File: src/rtl/imem_loader_pkg.sv
// Shared definitions for the instruction-memory loader: FSM encoding,
// stream-format constants and the length-byte decode helper.
package imem_loader_pkg;

    typedef enum logic [2:0] {
        S_IDLE  = 3'd0,
        S_LEN   = 3'd1,
        S_DATA  = 3'd2,
        S_CHECK = 3'd3,
        S_DONE  = 3'd4,
        S_ERR   = 3'd5
    } state_t;

    localparam int BYTES_PER_WORD = 4;
    localparam int MAX_WORDS      = 256;
    localparam int WORD_CNT_W     = $clog2(MAX_WORDS + 1);
    localparam int BYTE_IDX_W     = $clog2(BYTES_PER_WORD);

    // A length byte of zero stands for the full 256-word image.
    function automatic logic [WORD_CNT_W-1:0] words_from_len(input logic [7:0] len);
        return (len == 8'd0) ? WORD_CNT_W'(MAX_WORDS) : WORD_CNT_W'(len);
    endfunction

endpackage

File: src/rtl/imem_loader_if.sv
// Byte-stream input and instruction-memory write port of the loader.
// The loader connects through the master modport, its environment through slave.
interface imem_loader_if;

    logic        byte_valid;
    logic [7:0]  byte_data;
    logic        byte_ready;
    logic        wr_en;
    logic [31:0] wr_addr;
    logic [31:0] wr_data;

    modport master (
        input  byte_valid,
        input  byte_data,
        output byte_ready,
        output wr_en,
        output wr_addr,
        output wr_data
    );

    modport slave (
        output byte_valid,
        output byte_data,
        input  byte_ready,
        input  wr_en,
        input  wr_addr,
        input  wr_data
    );

endinterface

File: src/rtl/imem_loader_timeout.sv
// Idle-cycle counter: counts enabled cycles since the last clear and flags
// the cycle on which the TIMEOUT-th consecutive idle cycle is under way.
module imem_loader_timeout #(
    parameter int TIMEOUT = 100000
) (
    input  logic clk,
    input  logic reset,
    input  logic enable,
    input  logic clear,
    output logic expired
);

    localparam int                CW    = $clog2(TIMEOUT + 1);
    localparam logic [CW-1:0]     LIMIT = CW'(TIMEOUT - 1);

    logic [CW-1:0] cnt_q;

    // NOTE: state registers use non-blocking assignments so every flop samples
    // pre-edge values; blocking here would create order-dependent simulation races.
    always_ff @(posedge clk or negedge reset) begin
        if (!reset) begin
            cnt_q <= '0;
        end else if (clear) begin
            cnt_q <= '0;
        end else if (enable && cnt_q != LIMIT) begin
            cnt_q <= cnt_q + CW'(1);
        end
    end

    assign expired = enable && (cnt_q == LIMIT);

endmodule

File: src/rtl/imem_loader.sv
// Loads a length-prefixed, XOR-checksummed byte stream into instruction memory,
// one 32-bit word write per four stream bytes.
module imem_loader
    import imem_loader_pkg::*;
#(
    parameter logic [31:0] BASE_ADDR = 32'h0000_0000,
    parameter int          TIMEOUT   = 100000
) (
    input  logic                  clk,
    input  logic                  reset,
    input  logic                  start,
    imem_loader_if.master         bus,
    output logic                  busy,
    output logic                  done,
    output logic                  error,
    output logic [WORD_CNT_W-1:0] word_count
);

    localparam logic [BYTE_IDX_W-1:0] LAST_IDX = BYTE_IDX_W'(BYTES_PER_WORD - 1);

    state_t                  state_q, state_nxt;
    logic [WORD_CNT_W-1:0]   word_count_q;
    logic [WORD_CNT_W-1:0]   n_words_q;
    logic [BYTE_IDX_W-1:0]   byte_idx_q;
    logic [7:0]              xor_q;
    logic [31:0]             asm_q;
    logic [31:0]             wr_data_hold_q;
    logic [31:0]             wr_addr_q;
    logic                    wr_en_q;

    logic active, xfer, start_ok, expired, last_byte, last_word;

    assign active    = (state_q == S_LEN) || (state_q == S_DATA) || (state_q == S_CHECK);
    assign xfer      = bus.byte_valid && active;
    assign start_ok  = start && !active;
    assign last_byte = (byte_idx_q == LAST_IDX);
    assign last_word = (word_count_q == n_words_q - WORD_CNT_W'(1));

    imem_loader_timeout #(.TIMEOUT(TIMEOUT)) u_timeout (
        .clk     (clk),
        .reset   (reset),
        .enable  (active),
        .clear   (xfer || start_ok),
        .expired (expired)
    );

    always_ff @(posedge clk or negedge reset) begin
        if (!reset) state_q <= S_IDLE;
        else        state_q <= state_nxt;
    end

    // NOTE: next-state is assigned a default before the case so no path leaves
    // it unassigned, which would otherwise infer a latch.
    always_comb begin
        state_nxt = state_q;
        case (state_q)
            S_IDLE, S_DONE, S_ERR: if (start) state_nxt = S_LEN;
            S_LEN: begin
                if (xfer)         state_nxt = S_DATA;
                else if (expired) state_nxt = S_ERR;
            end
            S_DATA: begin
                if (xfer) begin
                    if (last_byte && last_word) state_nxt = S_CHECK;
                end else if (expired) begin
                    state_nxt = S_ERR;
                end
            end
            S_CHECK: begin
                if (xfer)         state_nxt = (bus.byte_data == xor_q) ? S_DONE : S_ERR;
                else if (expired) state_nxt = S_ERR;
            end
            default: state_nxt = S_IDLE;
        endcase
    end

    // The write is issued the cycle after the fourth byte; asm_q holds the full
    // word during that cycle and is then parked in the hold register.
    always_ff @(posedge clk or negedge reset) begin
        if (!reset) begin
            word_count_q   <= '0;
            n_words_q      <= '0;
            byte_idx_q     <= '0;
            xor_q          <= '0;
            asm_q          <= '0;
            wr_data_hold_q <= '0;
            wr_addr_q      <= '0;
            wr_en_q        <= 1'b0;
        end else begin
            wr_en_q <= 1'b0;
            if (wr_en_q) wr_data_hold_q <= asm_q;
            if (start_ok) begin
                word_count_q <= '0;
                n_words_q    <= '0;
                byte_idx_q   <= '0;
                xor_q        <= '0;
                asm_q        <= '0;
            end else if (xfer) begin
                case (state_q)
                    S_LEN: n_words_q <= words_from_len(bus.byte_data);
                    S_DATA: begin
                        asm_q      <= {asm_q[23:0], bus.byte_data};
                        xor_q      <= xor_q ^ bus.byte_data;
                        byte_idx_q <= byte_idx_q + BYTE_IDX_W'(1);
                        if (last_byte) begin
                            wr_en_q      <= 1'b1;
                            wr_addr_q    <= BASE_ADDR + (32'(word_count_q) << 2);
                            word_count_q <= word_count_q + WORD_CNT_W'(1);
                        end
                    end
                    default: ;
                endcase
            end
        end
    end

    assign bus.byte_ready = active;
    assign bus.wr_en      = wr_en_q;
    assign bus.wr_addr    = wr_addr_q;
    assign bus.wr_data    = wr_en_q ? asm_q : wr_data_hold_q;

    assign busy       = active;
    assign done       = (state_q == S_DONE);
    assign error      = (state_q == S_ERR);
    assign word_count = word_count_q;

endmodule

File: src/flat_wrapper.sv
// flat-port wrapper written by rule: the top's interface ports become plain ports
module imem_loader_flat import imem_loader_pkg::*;
#(
    parameter logic [31:0] BASE_ADDR = 32'h0000_0000,
    parameter int          TIMEOUT   = 100000
)
  (clk, reset, start, busy, done, error, word_count, bus_byte_valid, bus_byte_data, bus_byte_ready, bus_wr_en, bus_wr_addr, bus_wr_data);
  imem_loader_if bus_i ();
  input  logic clk;
  input  logic reset;
  input  logic start;
  output logic busy;
  output logic done;
  output logic error;
  output logic [WORD_CNT_W-1:0] word_count;
  input wire logic [$bits(bus_i.byte_valid)-1:0] bus_byte_valid;
  input wire logic [$bits(bus_i.byte_data)-1:0] bus_byte_data;
  output wire logic [$bits(bus_i.byte_ready)-1:0] bus_byte_ready;
  output wire logic [$bits(bus_i.wr_en)-1:0] bus_wr_en;
  output wire logic [$bits(bus_i.wr_addr)-1:0] bus_wr_addr;
  output wire logic [$bits(bus_i.wr_data)-1:0] bus_wr_data;
  assign bus_i.byte_valid = bus_byte_valid;
  assign bus_i.byte_data = bus_byte_data;
  assign bus_byte_ready = bus_i.byte_ready;
  assign bus_wr_en = bus_i.wr_en;
  assign bus_wr_addr = bus_i.wr_addr;
  assign bus_wr_data = bus_i.wr_data;
  imem_loader #(.BASE_ADDR(BASE_ADDR), .TIMEOUT(TIMEOUT)) u_core (.clk(clk), .reset(reset), .start(start), .bus(bus_i), .busy(busy), .done(done), .error(error), .word_count(word_count));
endmodule
File: config.mk
export PLATFORM = sky130hd
export DESIGN_NAME = imem_loader_flat
export DESIGN_NICKNAME = d
export VERILOG_FILES = /design/src/rtl/imem_loader_pkg.sv /design/src/rtl/imem_loader_if.sv /design/src/rtl/imem_loader_timeout.sv /design/src/rtl/imem_loader.sv /design/src/flat_wrapper.sv
export SDC_FILE = /design/constraint.sdc
export NUM_CORES = 1
export LEC_CHECK = 0
export BUFFER_PORTS_ARGS = -buffer_cell sky130_fd_sc_hd__buf_2
export CAP_MARGIN = 20
export CORE_UTILIZATION = 53
export CTS_BUF_LIST = sky130_fd_sc_hd__clkbuf_2
export DETAILED_ROUTE_END_ITERATION = 10
export PLACE_DENSITY_LB_ADDON = 0.12
export SLEW_MARGIN = 40
export SYNTH_ARGS = -nofsm -noshare
export SYNTH_HDL_FRONTEND = slang
export SYNTH_SLANG_ARGS = --single-unit
File: constraint.sdc
create_clock -name clk -period 2.3 [get_ports clk]
set_input_delay 0.46 -clock clk [delete_from_list [all_inputs] [get_ports clk]]
set_output_delay 0.46 -clock clk [all_outputs]
set_load 0.02 [all_outputs]
**After elaboration in Yosys (flattened, before gate mapping)**

Cells that the tools add are included.

- $add $sub $neg: 4
- Equality and inequality tests: 12
- Multiplexer cells: 32
- Bitwise operators: 2
- Reduce and logical (&&, ||, !) cells: 22

Operators with widths:

| kind | count |
|---|---|
| 2-to-1 mux 32 bit | 4 |
| 2-to-1 mux 9 bit | 8 |
| 2-to-1 mux 17 bit | 2 |
| 2-to-1 mux 8 bit | 3 |
| 2-to-1 mux 3 bit | 6 |
| adder 17 x 1 -> 17 bit (second input constant) | 1 |
| equality test 17 bit (second input constant) | 1 |
| != test 17 bit (second input constant) | 1 |
| case mux 3 bit (4 select lines) | 1 |
| nonzero test 2 bit | 5 |
| adder 9 x 1 -> 9 bit (second input constant) | 1 |
| equality test 9 bit | 1 |
| subtractor 9 x 1 -> 9 bit (second input constant) | 1 |
| equality test 8 bit | 1 |
| zero test 8 bit | 1 |
| XOR 8 bit | 1 |
| equality test 3 x 2 -> 1 bit (second input constant) | 2 |
| equality test 3 bit (second input constant) | 2 |
| 2-to-1 mux 2 bit | 3 |
| AND reduction 2 bit | 3 |
| logical AND 1 bit | 5 |
| 2-to-1 mux 1 bit | 5 |
| AND reduction 4 bit | 1 |
| equality test 3 x 1 -> 1 bit (second input constant) | 1 |
| other kinds (10) | 12 |

- Flip-flop bits (word level): 122
- Bits of input ports: 12
- Word-level logic and storage cells: 82

**Logic depth before layout (Yosys ltp)**

- Word-level depth: 7
- Mapped depth: 8
- Mapped depth without buffers: 7

**Hierarchy**

From an unflattened synthesis, not the netlist that was laid out.

- Cell total of the unflattened synthesis: 546
- Area, all modules: 5716.7 µm²

Modules (own cells, without submodules):

| module | times used | cells an instance | area each (µm²) |
|---|---|---|---|
| imem_loader | 1 | 447 | 4725.8 |
| imem_loader_timeout | 1 | 99 | 991.0 |

**Worst setup path after synthesis**

OpenSTA, ideal clock, no wires.

- Path type: reg2reg
- From: register u_core.n_words_q[0]
- To: register u_core.state_q[0]
- Data arrival time: 2.294 ns
- Required time: 2.204 ns
- Slack: -0.089 ns
- Cell stages (with the launch flop): 8
- Path buffers: 0
- Path through: dfrtp_1 > inv_1 > ha_1 > or4b_4 > or4b_1 > and3_1 > o311a_1 > nor4_2

- Word-level cells in the longest chain between the ends: 5

Ends and longest elaborated chain:

| what | RTL line | text |
|---|---|---|
| start: declaration | imem_loader.sv:23 | `logic [WORD_CNT_W-1:0] n_words_q;` |
| start signal: assignment | imem_loader.sv:100 | `S_LEN: n_words_q <= words_from_len(bus.byte_data);` |
| subtractor 9 x 1 -> 9 bit | imem_loader.sv:37 | `assign last_word = (word_count_q == n_words_q - WORD_CNT_W'(1));` |
| equality test 9 bit | imem_loader.sv:37 |  |
| logical AND 1 bit | imem_loader.sv:64 | `if (last_byte && last_word) state_nxt = S_CHECK;` |
| != test 3 bit (no line) | - |  |
| AND reduction 2 bit (no line) | - |  |
| end signal: assignment | imem_loader.sv:49 | `else state_q <= state_nxt;` |
| end: declaration | imem_loader.sv:21 | `state_t state_q, state_nxt;` |

No other way between the ends.
A chain may end at the register's enable or synchronous reset.

**Worst setup path in the final report**

- From: register u_core.wr_en_q, in the netlist u_core.bus.wr_en
- To: output bus_wr_data[7]

- Word-level cells in the longest chain between the ends: 1

Ends and longest elaborated chain:

| what | RTL line | text |
|---|---|---|
| start: declaration | imem_loader.sv:29 | `logic wr_en_q;` |
| start signal: assignment | imem_loader.sv:88 | `wr_en_q <= 1'b0;` |
| start signal: assignment | imem_loader.sv:90 | `wr_en_q <= 1'b0;` |
| start signal: assignment | imem_loader.sv:106 | `wr_en_q <= 1'b1;` |
| 2-to-1 mux 32 bit | - |  |
| end: declaration | flat_wrapper.sv:21 | `output wire logic [$bits(bus_i.wr_data)-1:0] bus_wr_data;` |

No other way between the ends.

==> results.toml <==
[run_status]
status = "finished, violations left"
violations = "setup timing"

[clocking]
root_buffer = "clkbuf_2"
clock_latency_ns = 0.70
clkSinkCount = 122
h-tree-depth = 4
tritoncts = "built"
clk_pin_slew_ns = 0.16
cts-buffers-inserted = 17
clk_path_buf_depth = 2

[floorplan]
start_util = 0.547
die_h_microns = 105
row_count = 37
dieArea_sq_um = 11100
ios = 90
die_x_microns = 105
coreArea_sq_um = 10400

[route]
drc = 0
drt_iter0_drc = 210
first_pass_iters = 5
vias = 4387
wirelength_mm = 12.5
postRouteAntennaNets = 0
vias_per_cell = 5.42
wire_per_inst_microns = 15.4

[synth]
yosys.area_share.simple = 0.190
ys_warn_count = 0
synthAdderAreaFrac = 0.00882
synth_top_family_by_area = "simple AND/OR/NAND/NOR gates"
synth_common_cells = "dfrtp_1 (122), nand2_1 (121), a21oi_1 (44)"
synth_most_common_cell = "dfrtp_1"
synth_ff_type = "dfrtp_1"
avgSynthCellArea_sq_um = 9.99
synth_top_cell_area_share = 0.538
postSynthCellCount = 568
synth_cell_types = 51
synth.area.top_cells = "dfrtp_1 (54%), nand2_1 (8.0%), mux2_2 (6.3%)"
muxShareOfSynthArea = 0.0688
synth_area_sq_um = 5680
yosys_register_bits = 122
ys_seq_area_frac = 0.538
synth_edf_count = 0
synth_compound_area_frac = 0.0833
synthXorXnorAreaFrac = 0.0540
synth_area_leader_cell = "dfrtp_1"
ys_async_sr_fraction = 1.00

[worst_hold_path]
hold_depth = 3
hold_class = "primary input to register"
min_to = "u_core.n_words_q[3]"
holdCritStartpoint = "bus_byte_data[3]"

[flow_run]
max-cap-violations = 0

[power_and_ir_drop]
power_density_nw_per_um2 = 866
p_leak_nw = 3.37
ir_drop_v = 0.000496

[critical_path]
crit_chain = "buf_12, mux2_2, buf_2"
end_kind = "primary output"
reg2reg_from = "u_core.n_words_q[0]"
cpLargestDelayFamily = "flip-flops"
cp-start-kind = "register"
cp_max_fo = 9
cpPeakStageDelay_ns = 0.54
worstSetupPathType = "register to primary output"
required_ns = 1.84
worst_path_max_delay_cell = "dfrtp_2"
arrival_ns = 1.93
reg2reg_slack_ns = -0.04
rr_worst_depth = 7
critPathBufInv = 2
reg2reg_to = "u_core.state_q[0]"

[timing]
finalSetupTns_ns = -1.68
fin_worst_skew_ns = 0.0274
drv_slew = 0
hold_viol = 0
finalCritPeriodShare = 1.04
fmax_mhz = 419
rsz0062_at_grt = "yes"
finalCriticalPeriod_ns = 2.39
setup_viol = 33
setup_slack_ns = -0.0872

[place]
io_buffers = 66
place_congestion = 0.891
place_area_sq_um = 6210
post-place-ws_ns = -0.000565
hpwl_mm = 8.01

[finish]
stdcell_area_sq_um = 6890
final_nets = 678
syn2layout_area_growth_pct = 21.3
drive_gt1_frac = 0.255
regArea_sq_um = 3050
n_antenna_cell = 0
fill_cells = 865
multi_input_area_sq_um = 2520

[global_route]
grt_pass1_wl_mm = 20.1
grt-busiest-layer = "met2"
grt_pass1_vias = 4191
globalRouteTotalUtil = 0.232
grt_max_degree = 53
grt_overflow_total = 0
grtUsageMet3 = 0.0581
grt_util_met1 = 0.317
met2_usage = 0.356
antenna_found_initial = 0
## worst max-delay path by stage
stage,start,endpoint,slack (ns),cells past startpoint
CTS,u_core.bus.wr_en,bus_wr_data[15],-0.08,3
finish,u_core.bus.wr_en,bus_wr_data[7],-0.09,3
floorplan,u_core.n_words_q[0],u_core.state_q[0],0.07,7
detailed placement,u_core.n_words_q[0],u_core.state_q[0],-0.0006,7
global route,u_core.n_words_q[0],u_core.state_q[0],-0.18,7
global placement,u_core.n_words_q[0],u_core.state_q[0],0.08,7
## flip-flops by register name, indices dropped and copies added (netlist names)
signal                  flops
u_core.state_q              3
u_core.byte_idx_q           2
u_core.bus.wr_en            1
u_core.u_timeout.cnt_q     17
u_core.word_count           9
u_core.xor_q                8
u_core.wr_data_hold_q      32
u_core.n_words_q            9
u_core.asm_q               32
u_core.bus.wr_addr          9
## cell usage in the layout (no fill, tap or decap), types with 21 or more instances in the layout
cell and n:
mux2_4 24, a21oi_1 44, nand2_1 121, nor2_1 31
xnor2_1 21, buf_4 25, buf_6 25, buf_2 41
dfrtp_1 121, conb_1 23
## layout make-up
class / count / share of cell area
sequential: 122 / 0.443
clock inverter: 13 / 0.0189
tap: 136 / 0.0247
multi-input combinational: 406 / 0.366
timing repair buffer: 103 / 0.127
inverter: 12 / 0.00654
clock buffer: 18 / 0.0131
## layer usage
layer / vias to the layer above / wire [microns]
met5: - / 0
met4: 0 / 249
met3: 18 / 519
met2: 123 / 5760
met1: 2153 / 5930
li1: 2093 / -
## report_power, final
part / switching [mW] / internal, mW / leakage (nW) / total [mW]
combinational: 1.14 / 0.798 / 1.56 / 1.94
sequential: 0.291 / 2.45 / 1.68 / 2.74
clock: 0.797 / 0.484 / 0.128 / 1.28
## cells by family after synthesis
family          count (synthesis)
compound gates                 80
xor+xnor                       35
fa+ha+maj                       4
buf+inv                        62
flops                         122
mux                            35
other cells                     1
simple gates                  229
## worst reg2reg max path: stages (launching register included)
cell and delay (ns):
dfrtp_1 0.42, inv_2 0.09, ha_4 0.14, or4b_4 0.47
or4b_1 0.53, and3_4 0.18, o311a_1 0.29, nor4_2 0.16
## stage by stage
stage	utilization	std cells	total power [mW]	hold slack [ns]
floorplan	-	590	4.01	0.164
global placement	0.599	764	4.54	0.450
detailed placement	0.599	764	4.61	0.449
CTS	0.629	801	5.93	0.00195
global route	0.664	810	6.35	0.0113
finish	0.664	810	5.96	0.0482
## timing repair
action	CTS	global route
buffers inserted	1	6
pin swaps	0	1
gates cloned	0	3
endpoints found under the setup margin	36	36
hold buffers	5	0
endpoints found under the hold margin	35	0
gates resized for setup	8	77
No activity file was read; power rests on OpenSTA's default activity.
